===== src/rtl/interrupt_sequencer.sv =====
// 6502-style interrupt entry sequencer: arbitrates RESET > NMI > IRQ > BRK at an
// instruction boundary, then walks the fixed 7-step entry and drives stack/vector
// control to the datapath.
module interrupt_sequencer #(
  parameter logic [15:0] VecNmi   = 16'hFFFA,
  parameter logic [15:0] VecReset = 16'hFFFC,
  parameter logic [15:0] VecIrq   = 16'hFFFE,
  parameter bit          HijackEn = 1'b1
) (
  input  logic        clk_i,
  input  logic        rst_ni,
  input  logic        enable_ffs_i,
  input  logic        reset_detected_i,
  input  logic        nmi_generated_i,
  input  logic        irq_generated_i,
  input  logic        brk_decoded_i,
  input  logic        instr_boundary_i,
  output logic        seq_active_o,
  output logic [2:0]  seq_step_o,
  output logic        push_enable_o,
  output logic [1:0]  push_sel_o,
  output logic        stack_dec_o,
  output logic        b_flag_value_o,
  output logic [15:0] vector_addr_o,
  output logic        load_pcl_o,
  output logic        load_pch_o,
  output logic        set_i_flag_o,
  output logic        interrupt_started_o
);

  typedef enum logic [2:0] {
    StIdle = 3'd0,
    StDum0 = 3'd1,
    StDum1 = 3'd2,
    StPshH = 3'd3,
    StPshL = 3'd4,
    StPshP = 3'd5,
    StVecL = 3'd6,
    StVecH = 3'd7
  } state_e;

  typedef enum logic [2:0] {
    SrcNone  = 3'd0,
    SrcReset = 3'd1,
    SrcNmi   = 3'd2,
    SrcIrq   = 3'd3,
    SrcBrk   = 3'd4
  } src_e;

  state_e state_q, state_d;
  src_e   src_q, src_d;
  // Remembers that the entry began as BRK, so a hijack to NMI keeps B=1 in the pushed P.
  logic   brk_q, brk_d;

  logic        in_push_window;
  logic [15:0] vec_base;

  assign in_push_window = (state_q == StDum0) || (state_q == StDum1) ||
                          (state_q == StPshH) || (state_q == StPshL) ||
                          (state_q == StPshP);

  // Next-state: arbitration in IDLE, fixed walk otherwise, with reset abort and NMI hijack.
  always_comb begin
    state_d = state_q;
    src_d   = src_q;
    brk_d   = brk_q;
    if (enable_ffs_i) begin
      unique case (state_q)
        StIdle: begin
          if (instr_boundary_i) begin
            if (reset_detected_i) begin
              state_d = StDum0;
              src_d   = SrcReset;
              brk_d   = 1'b0;
            end else if (nmi_generated_i) begin
              state_d = StDum0;
              src_d   = SrcNmi;
              brk_d   = 1'b0;
            end else if (irq_generated_i) begin
              state_d = StDum0;
              src_d   = SrcIrq;
              brk_d   = 1'b0;
            end else if (brk_decoded_i) begin
              state_d = StDum0;
              src_d   = SrcBrk;
              brk_d   = 1'b1;
            end
          end
        end
        default: begin
          // A reset entry already in flight is not restarted by its own pending request.
          if (reset_detected_i && (src_q != SrcReset)) begin
            state_d = StDum0;
            src_d   = SrcReset;
            brk_d   = 1'b0;
          end else if (state_q == StVecH) begin
            state_d = StIdle;
            src_d   = SrcNone;
            brk_d   = 1'b0;
          end else begin
            state_d = state_e'(state_q + 3'd1);
            if (HijackEn && nmi_generated_i && in_push_window &&
                ((src_q == SrcIrq) || (src_q == SrcBrk))) begin
              src_d = SrcNmi;
            end
          end
        end
      endcase
    end
  end

  // State and source latch registers.
  always_ff @(posedge clk_i or negedge rst_ni) begin
    if (!rst_ni) begin
      state_q <= StIdle;
      src_q   <= SrcNone;
      brk_q   <= 1'b0;
    end else begin
      state_q <= state_d;
      src_q   <= src_d;
      brk_q   <= brk_d;
    end
  end

  // Vector base selected by the (possibly hijacked) source.
  always_comb begin
    vec_base = VecIrq;
    if (src_q == SrcNmi) begin
      vec_base = VecNmi;
    end else if (src_q == SrcReset) begin
      vec_base = VecReset;
    end
  end

  // Output decode of the registered state and source.
  always_comb begin
    seq_active_o        = (state_q != StIdle);
    seq_step_o          = state_q;
    push_enable_o       = 1'b0;
    push_sel_o          = 2'b00;
    stack_dec_o         = 1'b0;
    b_flag_value_o      = 1'b0;
    vector_addr_o       = 16'h0000;
    load_pcl_o          = 1'b0;
    load_pch_o          = 1'b0;
    set_i_flag_o        = 1'b0;
    interrupt_started_o = 1'b0;
    unique case (state_q)
      StPshH: begin
        stack_dec_o   = 1'b1;
        push_enable_o = (src_q != SrcReset);
        push_sel_o    = 2'b00;
      end
      StPshL: begin
        stack_dec_o   = 1'b1;
        push_enable_o = (src_q != SrcReset);
        push_sel_o    = 2'b01;
      end
      StPshP: begin
        stack_dec_o    = 1'b1;
        // Reset performs dummy reads: SP still decrements but nothing is written.
        push_enable_o  = (src_q != SrcReset);
        push_sel_o     = 2'b10;
        b_flag_value_o = brk_q;
      end
      StVecL: begin
        vector_addr_o       = vec_base;
        load_pcl_o          = 1'b1;
        set_i_flag_o        = 1'b1;
        // Gated by the enable so a stalled VEC_L acknowledges exactly once.
        interrupt_started_o = enable_ffs_i;
      end
      StVecH: begin
        vector_addr_o = vec_base + 16'd1;
        load_pch_o    = 1'b1;
      end
      default: ;
    endcase
  end

endmodule


===== config.mk =====
export PLATFORM = sky130hd
export DESIGN_NAME = interrupt_sequencer
export DESIGN_NICKNAME = d
export VERILOG_FILES = /design/src/rtl/interrupt_sequencer.sv
export SDC_FILE = /design/constraint.sdc
export NUM_CORES = 1
export LEC_CHECK = 0
export BUFFER_PORTS_ARGS = -buffer_cell sky130_fd_sc_hd__buf_2
export CAP_MARGIN = 20
export CORE_MARGIN = 4
export CORE_UTILIZATION = 42
export CTS_BUF_LIST = sky130_fd_sc_hd__clkbuf_4
export DETAILED_ROUTE_END_ITERATION = 8
export PLACE_DENSITY_LB_ADDON = 0.1
export REMOVE_ABC_BUFFERS = 1
export SYNTH_ARGS = -nofsm -noshare
export SYNTH_HDL_FRONTEND = slang
export SYNTH_SLANG_ARGS = --single-unit

===== constraint.sdc =====
create_clock -name clk_i -period 1.8 [get_ports clk_i]
set_clock_uncertainty 0.1 [all_clocks]
set_input_delay 0.18 -clock clk_i [delete_from_list [all_inputs] [get_ports clk_i]]
set_output_delay 0.18 -clock clk_i [all_outputs]
set_load 0.01 [all_outputs]

======== Yosys cells after proc, flatten, opt, wreduce, memory -nomap -nowiden ========
Cells that the tools add are included.
storage, ports and cells
  register bits after elaboration ......... 7
  input port bits ......................... 8
  output and inout port bits .............. 29
cells by class
  add/subtract/negate cells ............... 2
  eq/ne operators ......................... 14
  multiplexer cells ....................... 35
  reduce and logical (&&, ||, !) cells .... 16
operator list
  operator                                                count
  two-way mux 3 bit                                       18
  one-hot mux 16 bit (2 select lines)                     1
  adder 16 x 1 -> 16 bit (second input constant)          1
  == test 3 bit (second input constant)                   5
  two-way mux 1 bit                                       14
  == test 3 x 2 -> 1 bit (second input constant)          4
  AND reduction 4 bit                                     2
  == test 3 x 1 -> 1 bit (second input constant)          2
  nonzero test 3 bit                                      2
  logical OR 1 bit                                        5
  inequality test 5 bit (second input constant)           1
  one-hot mux 2 bit (2 select lines)                      1
  nonzero test 4 bit                                      1
  adder 3 x 1 -> 3 bit (second input constant)            1
  logical AND 1 bit                                       3
  logical NOT 3 bit                                       1
  inequality test 3 x 1 -> 1 bit (second input constant)  1
  AND reduction 3 bit                                     1
  OR reduction 3 bit                                      1
  two-way mux 2 bit                                       1
  inequality test 2 bit (second input constant)           1

======== Longest topological paths before layout ========
Gate-level depths: netlist of the first run.
  depth in word-level cells ............... 11
  gate-level depth with buffers ........... 8
  depth with buffers taken out ............ 7

======== Worst setup path after synthesis of the first run ========
No wires, ideal clock.
  path type ............................... reg2reg
  start point ............................. register state_q[0], in the netlist seq_step_o[0]
  end point ............................... register brk_q
  data arrival time ....................... 1656 ps
  setup slack ............................. -21 ps
  cell stages (with the launch flop) ...... 6
  buffers on the path ..................... 0
  clock period less this slack ............ 1821 ps
  path through ............................ dfrtp_1 > inv_1 > ha_1 > or3b_4 > or4_4 > nand2_1
between the ends
  cells in the longest elaborated chain, start to end .. 3
RTL lines
  item                                                     line    text
  from (decl)                                              50      state_e state_q, state_d;
  from (signal assigned)                                   115     state_q <= StIdle;
  from (signal assigned)                                   119     state_q <= state_d;
  logical NOT 3 bit or == test 3 bit (tied branches)       68, 96
  inequality test 5 bit (no line) (tied with other cells)  --
  AND reduction 4 bit (no line)                            --
  to (signal assigned)                                     121     brk_q <= brk_d;
  to (decl)                                                53      logic brk_q, brk_d;
Parallel ways exist; a longest one is shown, timed or not.
A chain may end at the register's enable or synchronous reset.

======== Worst setup path in the final report of the first run ========
Same ends and word-level chain as after synthesis.

==> flow_summary.json, run 1 <==
{
  "violations": "negative setup slack",
  "ctsRootBufferMaster": "clkbuf_4",
  "power_density_nw_per_um2": 1511,
  "p_switching_uw": 718.2,
  "p_clk_share_pct": 9.7,
  "ys_ff_latch": 7,
  "cp.arrival_ps": 1920,
  "grt-ovfl-total": 0,
  "combPwrFrac_pct": 72.2,
  "via_per_inst": 4.820,
  "grt_pass1_wl_um": 2670,
  "synth_area_sq_um": 747.0,
  "setup.worst_path.start_class": "flop",
  "drt_wl_total_um": 1847,
  "drive_above_1_share_pct": 66.67,
  "setup_viol_count_final": 5,
  "tns_ps": -116.2,
  "clk_pin_slew_worst_paths_ps": 50,
  "num_io_pins": 37,
  "numPortBuffers": 36,
  "gpl.final_weighted_congestion": 0.8284,
  "drc": 0,
  "tightest_slew_ps": 350.6,
  "final_cells": 150,
  "layout_commonest_cell": "buf_2",
  "status": "complete, but fails checks",
  "rows": 14,
  "finalWorstSetupSlack_ps": -38.02,
  "wl_per_cell_um": 12.31,
  "drv_cap": 0,
  "cts.sinks": 7,
  "drtIter0Drc": 5,
  "firstDrtPassIters": 4,
  "die_h_um": 50.17,
  "p_total_mw": 1.611,
  "syn_inst": 86,
  "groute.usage.overall_pct": 13.77,
  "pre_cts_ws_ps": -82.76,
  "die_x_um": 50.17,
  "p_leak_nw": 0.5830,
  "seq_power_share_pct": 18.1,
  "fmax_ghz": 0.5441,
  "cts_buffer_depth": 2,
  "required_ps": 1890,
  "final_max_slew_viol_count": 0,
  "crit_fanout": 4,
  "mostFrequentLayoutCells": "buf_2, buf_4, nor2_1, nand2_1",
  "ys_types": 32,
  "fin_area_sq_um": 1066,
  "critPathKind": "reg2reg",
  "whs_ps": 167.8,
  "grt_max_degree": 14,
  "avgSynthCellArea_sq_um": 8.686,
  "ant_nets": 0,
  "dp_hpwl_um": 1448,
  "grt_pass1_vias": 610,
  "ys_warn_count": 0,
  "place_area_sq_um": 912.1,
  "hold_class": "in2reg",
  "maxSlewHeadroom_pct": 76.59,
  "place_inst": 141,
  "cts_max_level": 1,
  "die_area_sq_um": 2517,
  "antenna_cells": 0,
  "rsz0062_at_grt": "yes",
  "finalCritPeriodShare_pct": 102.1,
  "coreArea_sq_um": 1594,
  "cts_tree": "built",
  "num_vias": 723,
  "clk_latency_ps": 250,
  "p_int_uw": 892.9,
  "antenna_found_initial": 0,
  "nets": 141,
  "fin_crit_ps": 1838,
  "switching_share_pct": 44.58,
  "finalHoldViolations": 0,
  "area_growth_pct": 42.71,
  "synth_seq_area_share_pct": 23.45,
  "final_util_pct": 66.88,
  "irDropWorstVdd_mv": 0.8826,
  "cts_inserted_buffers": 3,
  "initial_core_util_pct": 46.86,
  "cp-end-kind": "flop"
}
## sequential cells by signal (all words and copies together) (netlist names)
signal,cells
seq_step_o,3
src_q,3
brk_q,1
## critical path, stage by stage (launching register included)
cell     delay (ps)
dfrtp_1         420
inv_2           120
ha_4            140
or3b_4          400
or4_4           500
nand2_1          90
## metal layers
layer	GRT usage (%)	vias to the layer above	part of all wire (%)	routed length [um]
met4	6.912	0	0.32	6
met3	2.367	2	7.9	145
met1	15.30	326	44	806
met5	0	-	0	0
li1	-	365	-	-
met2	25.00	30	48	888
## kinds of logic after synthesis
family	share of synthesized area (%)
and+or+nand+nor	24.62
DFF	23.45
buffers and inverters	20.60
AOI/OAI and AO/OA	21.27
adders and majority gates	10.05
## what timing repair did
action | CTS | global route
hold buffers | 1 | 0
gates cloned | 0 | 0
pin swaps | 3 | 3
setup endpoints to repair | 23 | 24
resized for setup | 16 | 11
buffers inserted | 2 | 2
endpoints found under the hold margin | 7 | 0
## worst paths after layout
path / start / to / slack, ps / cells after the start
max: seq_step_o[0] / brk_q / -40 / 5
min: irq_generated_i / brk_q / 170 / 3
max reg2reg: seq_step_o[0] / brk_q / -40 / 5
min reg2reg: brk_q / brk_q / 410 / 2
max in group asynchronous: rst_ni / seq_step_o[2] / 1250 / 2
min in group asynchronous: rst_ni / seq_step_o[0] / 180 / 2
## cells in the mapped netlist
| master | number | area, sq um |
|---|---|---|
| buf_4 | 14 | 105.1 |
| nand2_1 | 8 | 30.03 |
| nor2_1 | 8 | 30.03 |
| dfrtp_1 | 7 | 175.2 |
| inv_1 | 7 | 26.28 |
| ha_1 | 6 | 75.07 |
| a21oi_1 | 5 | 25.02 |
| o211ai_1 | 3 | 22.52 |
| and2_2 | 2 | 15.01 |
| and3_2 | 2 | 15.01 |
| buf_6 | 2 | 22.52 |
| o21ai_0 | 2 | 10.01 |
| a211oi_1 | 1 | 7.510 |
| a211oi_2 | 1 | 12.51 |
| a21o_1 | 1 | 7.510 |
| and2b_2 | 1 | 8.760 |
| and3b_1 | 1 | 8.760 |
| nand2b_1 | 1 | 6.260 |
| nand3_2 | 1 | 10.01 |
| nor2b_1 | 1 | 6.260 |
| nor2b_2 | 1 | 8.760 |
| nor3b_1 | 1 | 7.510 |
| o2111ai_1 | 1 | 8.760 |
| o21ai_1 | 1 | 5.000 |
| o221ai_4 | 1 | 26.28 |
| o311a_1 | 1 | 10.01 |
| o31ai_1 | 1 | 7.510 |
| o41ai_2 | 1 | 16.27 |
| or3_1 | 1 | 6.260 |
| or3b_1 | 1 | 8.760 |
| or3b_4 | 1 | 11.26 |
| or4_4 | 1 | 11.26 |
## final cells by class
type,instances,area [sq um]
tap,24,30.03
fill,149,528.0
sequential,7,177.7
multi-input combinational,56,485.5
inverter,7,28.78
timing repair buffer,52,314.1
clock buffer,4,30.03
## power by group through the flow
| stage | sequential, mW | clock, mW | combinational [mW] |
|---|---|---|---|
| after floorplan | 0.317 | 0 | 0.523 |
| after global placement | 0.284 | 0 | 0.967 |
| after detailed placement | 0.287 | 0 | 0.981 |
| after CTS | 0.290 | 0.167 | 1.08 |
| after global routing | 0.304 | 0.178 | 1.26 |
| final | 0.292 | 0.156 | 1.16 |
Note: power is estimated with default switching activity, not from simulation.
==> run 2: changes to the inputs <==
RECOVER_POWER = 25   (was not set)
==> flow_summary.json, run 2 (synthesis gave the netlist of run 1 again) <==
{
  "status": "complete, but fails checks",
  "violations": "negative setup slack",
  "die_area_sq_um": 2517,
  "gpl.final_weighted_congestion": 0.8284,
  "grt_max_degree": 14,
  "nets": 141,
  "cp_slowest_cell": "or4_4",
  "cts_buffer_depth": 2,
  "whs_ps": 167.8,
  "rows": 14,
  "drc": 0,
  "ant_nets": 0,
  "grt_pass1_vias": 610,
  "drv_cap": 0,
  "rsz0062_at_grt": "yes",
  "coreArea_sq_um": 1594,
  "grt_pass1_wl_um": 2670,
  "r2r-end": "brk_q",
  "fillCellCount": 150,
  "num_vias": 723,
  "cts_max_level": 1,
  "final_max_slew_viol_count": 0,
  "drive_above_1_share_pct": 65.87,
  "dp_hpwl_um": 1448,
  "p_int_uw": 892.6,
  "power_density_nw_per_um2": 1513,
  "maxSlewHeadroom_pct": 75.11,
  "clk_latency_ps": 250,
  "p_switching_uw": 718.2,
  "die_x_um": 50.17,
  "seq_power_share_pct": 18.1,
  "required_ps": 1890,
  "regToRegSetupSlack_ps": -40,
  "setup.worst_path.start_class": "flop",
  "finalWorstSetupSlack_ps": -37.94,
  "worstPathCellList": "inv_2 -> ha_4 -> or3b_4 -> or4_4 -> nand2_1",
  "finalHoldViolations": 0,
  "slowest_delay_ps": 500,
  "hold_class": "in2reg",
  "fmax_ghz": 0.5441,
  "tightest_slew_ps": 373.4,
  "fin_crit_ps": 1838,
  "ctsRootBufferMaster": "clkbuf_4",
  "cts.sinks": 7,
  "numPortBuffers": 36,
  "cts_tree": "built",
  "holdPathEnd": "brk_q",
  "min_path_cells": 3,
  "cts_inserted_buffers": 3,
  "cp.arrival_ps": 1920,
  "area_growth_pct": 42.55,
  "cp-end-kind": "flop",
  "mostFrequentLayoutCells": "buf_2, buf_4, nor2_1, nand2_1",
  "worstRegToRegCells": 5,
  "via_per_inst": 4.820,
  "critPathKind": "reg2reg",
  "wl_per_cell_um": 12.32,
  "grt-ovfl-total": 0,
  "p_clk_share_pct": 9.7,
  "combPwrFrac_pct": 72.2,
  "drt_wl_total_um": 1848,
  "switching_share_pct": 44.59,
  "p_leak_nw": 0.5802,
  "min_from": "irq_generated_i",
  "layout_commonest_cell": "buf_2",
  "initial_core_util_pct": 46.86,
  "drtIter0Drc": 5,
  "irDropWorstVdd_mv": 0.8824,
  "firstDrtPassIters": 4,
  "groute.usage.overall_pct": 13.77,
  "setup_viol_count_final": 5,
  "r2r-start": "seq_step_o[0]",
  "antenna_cells": 0,
  "die_h_um": 50.17,
  "final_cells": 150,
  "num_io_pins": 37,
  "crit_fanout": 4,
  "finalCritPeriodShare_pct": 102.1,
  "place_inst": 141,
  "clk_pin_slew_worst_paths_ps": 50,
  "antenna_found_initial": 0
}
## run 2: cell types whose count changed in the layout (fill, tap and decap cells not counted), sizes merged
cell,previous run,this run
buf,51,50
clkbuf,4,5
## run 2: critical path, delay by kind of cell, from the launching register on
kind	cells	cell delay, ps
AND/OR/NAND/NOR	3	990
flip-flops	1	420
adder cells (fa/ha/maj)	1	140
buffers and inverters	1	120
## run 2: power groups by stage
stage	sequential (mW)	combinational, mW	clock [mW]
global route	0.304	1.26	0.178
finish	0.292	1.16	0.156
detailed placement	0.287	0.981	0
floorplan	0.317	0.523	0
global placement	0.284	0.967	0
CTS	0.290	1.08	0.167
## run 2: area by class of cell
| class | count | area (sq um) | share of cell area, % |
|---|---|---|---|
| multi-input combinational | 56 | 485.5 | 45.59 |
| clock buffer | 4 | 30.03 | 2.820 |
| tap | 24 | 30.03 | 2.820 |
| timing repair buffer | 52 | 312.8 | 29.38 |
| sequential | 7 | 177.7 | 16.69 |
| inverter | 7 | 28.78 | 2.703 |
## run 2: metrics by stage
stage / setup TNS, ps / setup slack (ps) / total power, mW / util, % / area [sq um]
after floorplan: -4530 / -331.5 / 0.8400 / - / 619.3
after global placement: -11.72 / -5.569 / 1.251 / 57.22 / 912.1
after detailed placement: -341.3 / -82.76 / 1.268 / 57.22 / 912.1
after CTS: -217.3 / -16.16 / 1.540 / 63.89 / 1018
after global routing: -1371 / -115.3 / 1.745 / 66.80 / 1065
final: -115.9 / -37.94 / 1.611 / 66.80 / 1065
## run 2: worst max-delay path by stage
stage / from / to / slack [ps] / cells after the start
after floorplan: seq_step_o[1] / vector_addr_o[10] / -330 / 4
after global placement: seq_step_o[0] / brk_q / -6 / 5
after detailed placement: seq_step_o[0] / src_q[0] / -80 / 6
after CTS: seq_step_o[0] / vector_addr_o[10] / -20 / 5
after global routing: seq_step_o[0] / seq_step_o[0] / -120 / 7
final: seq_step_o[0] / brk_q / -40 / 5
## run 2: repair_timing
action	CTS	global route
resized for setup	16	11
pin swaps	3	3
hold buffers	1	0
endpoints found under the hold margin	7	0
endpoints found under the setup margin	23	24
setup buffers	2	2
gates cloned	0	0
## run 2: layer usage
metal | share of wire, % | global-route usage (%)
met1 | 44 | 15.30
met2 | 48 | 25.00
met3 | 7.8 | 2.367
met4 | 0.32 | 6.912
met5 | 0 | 0
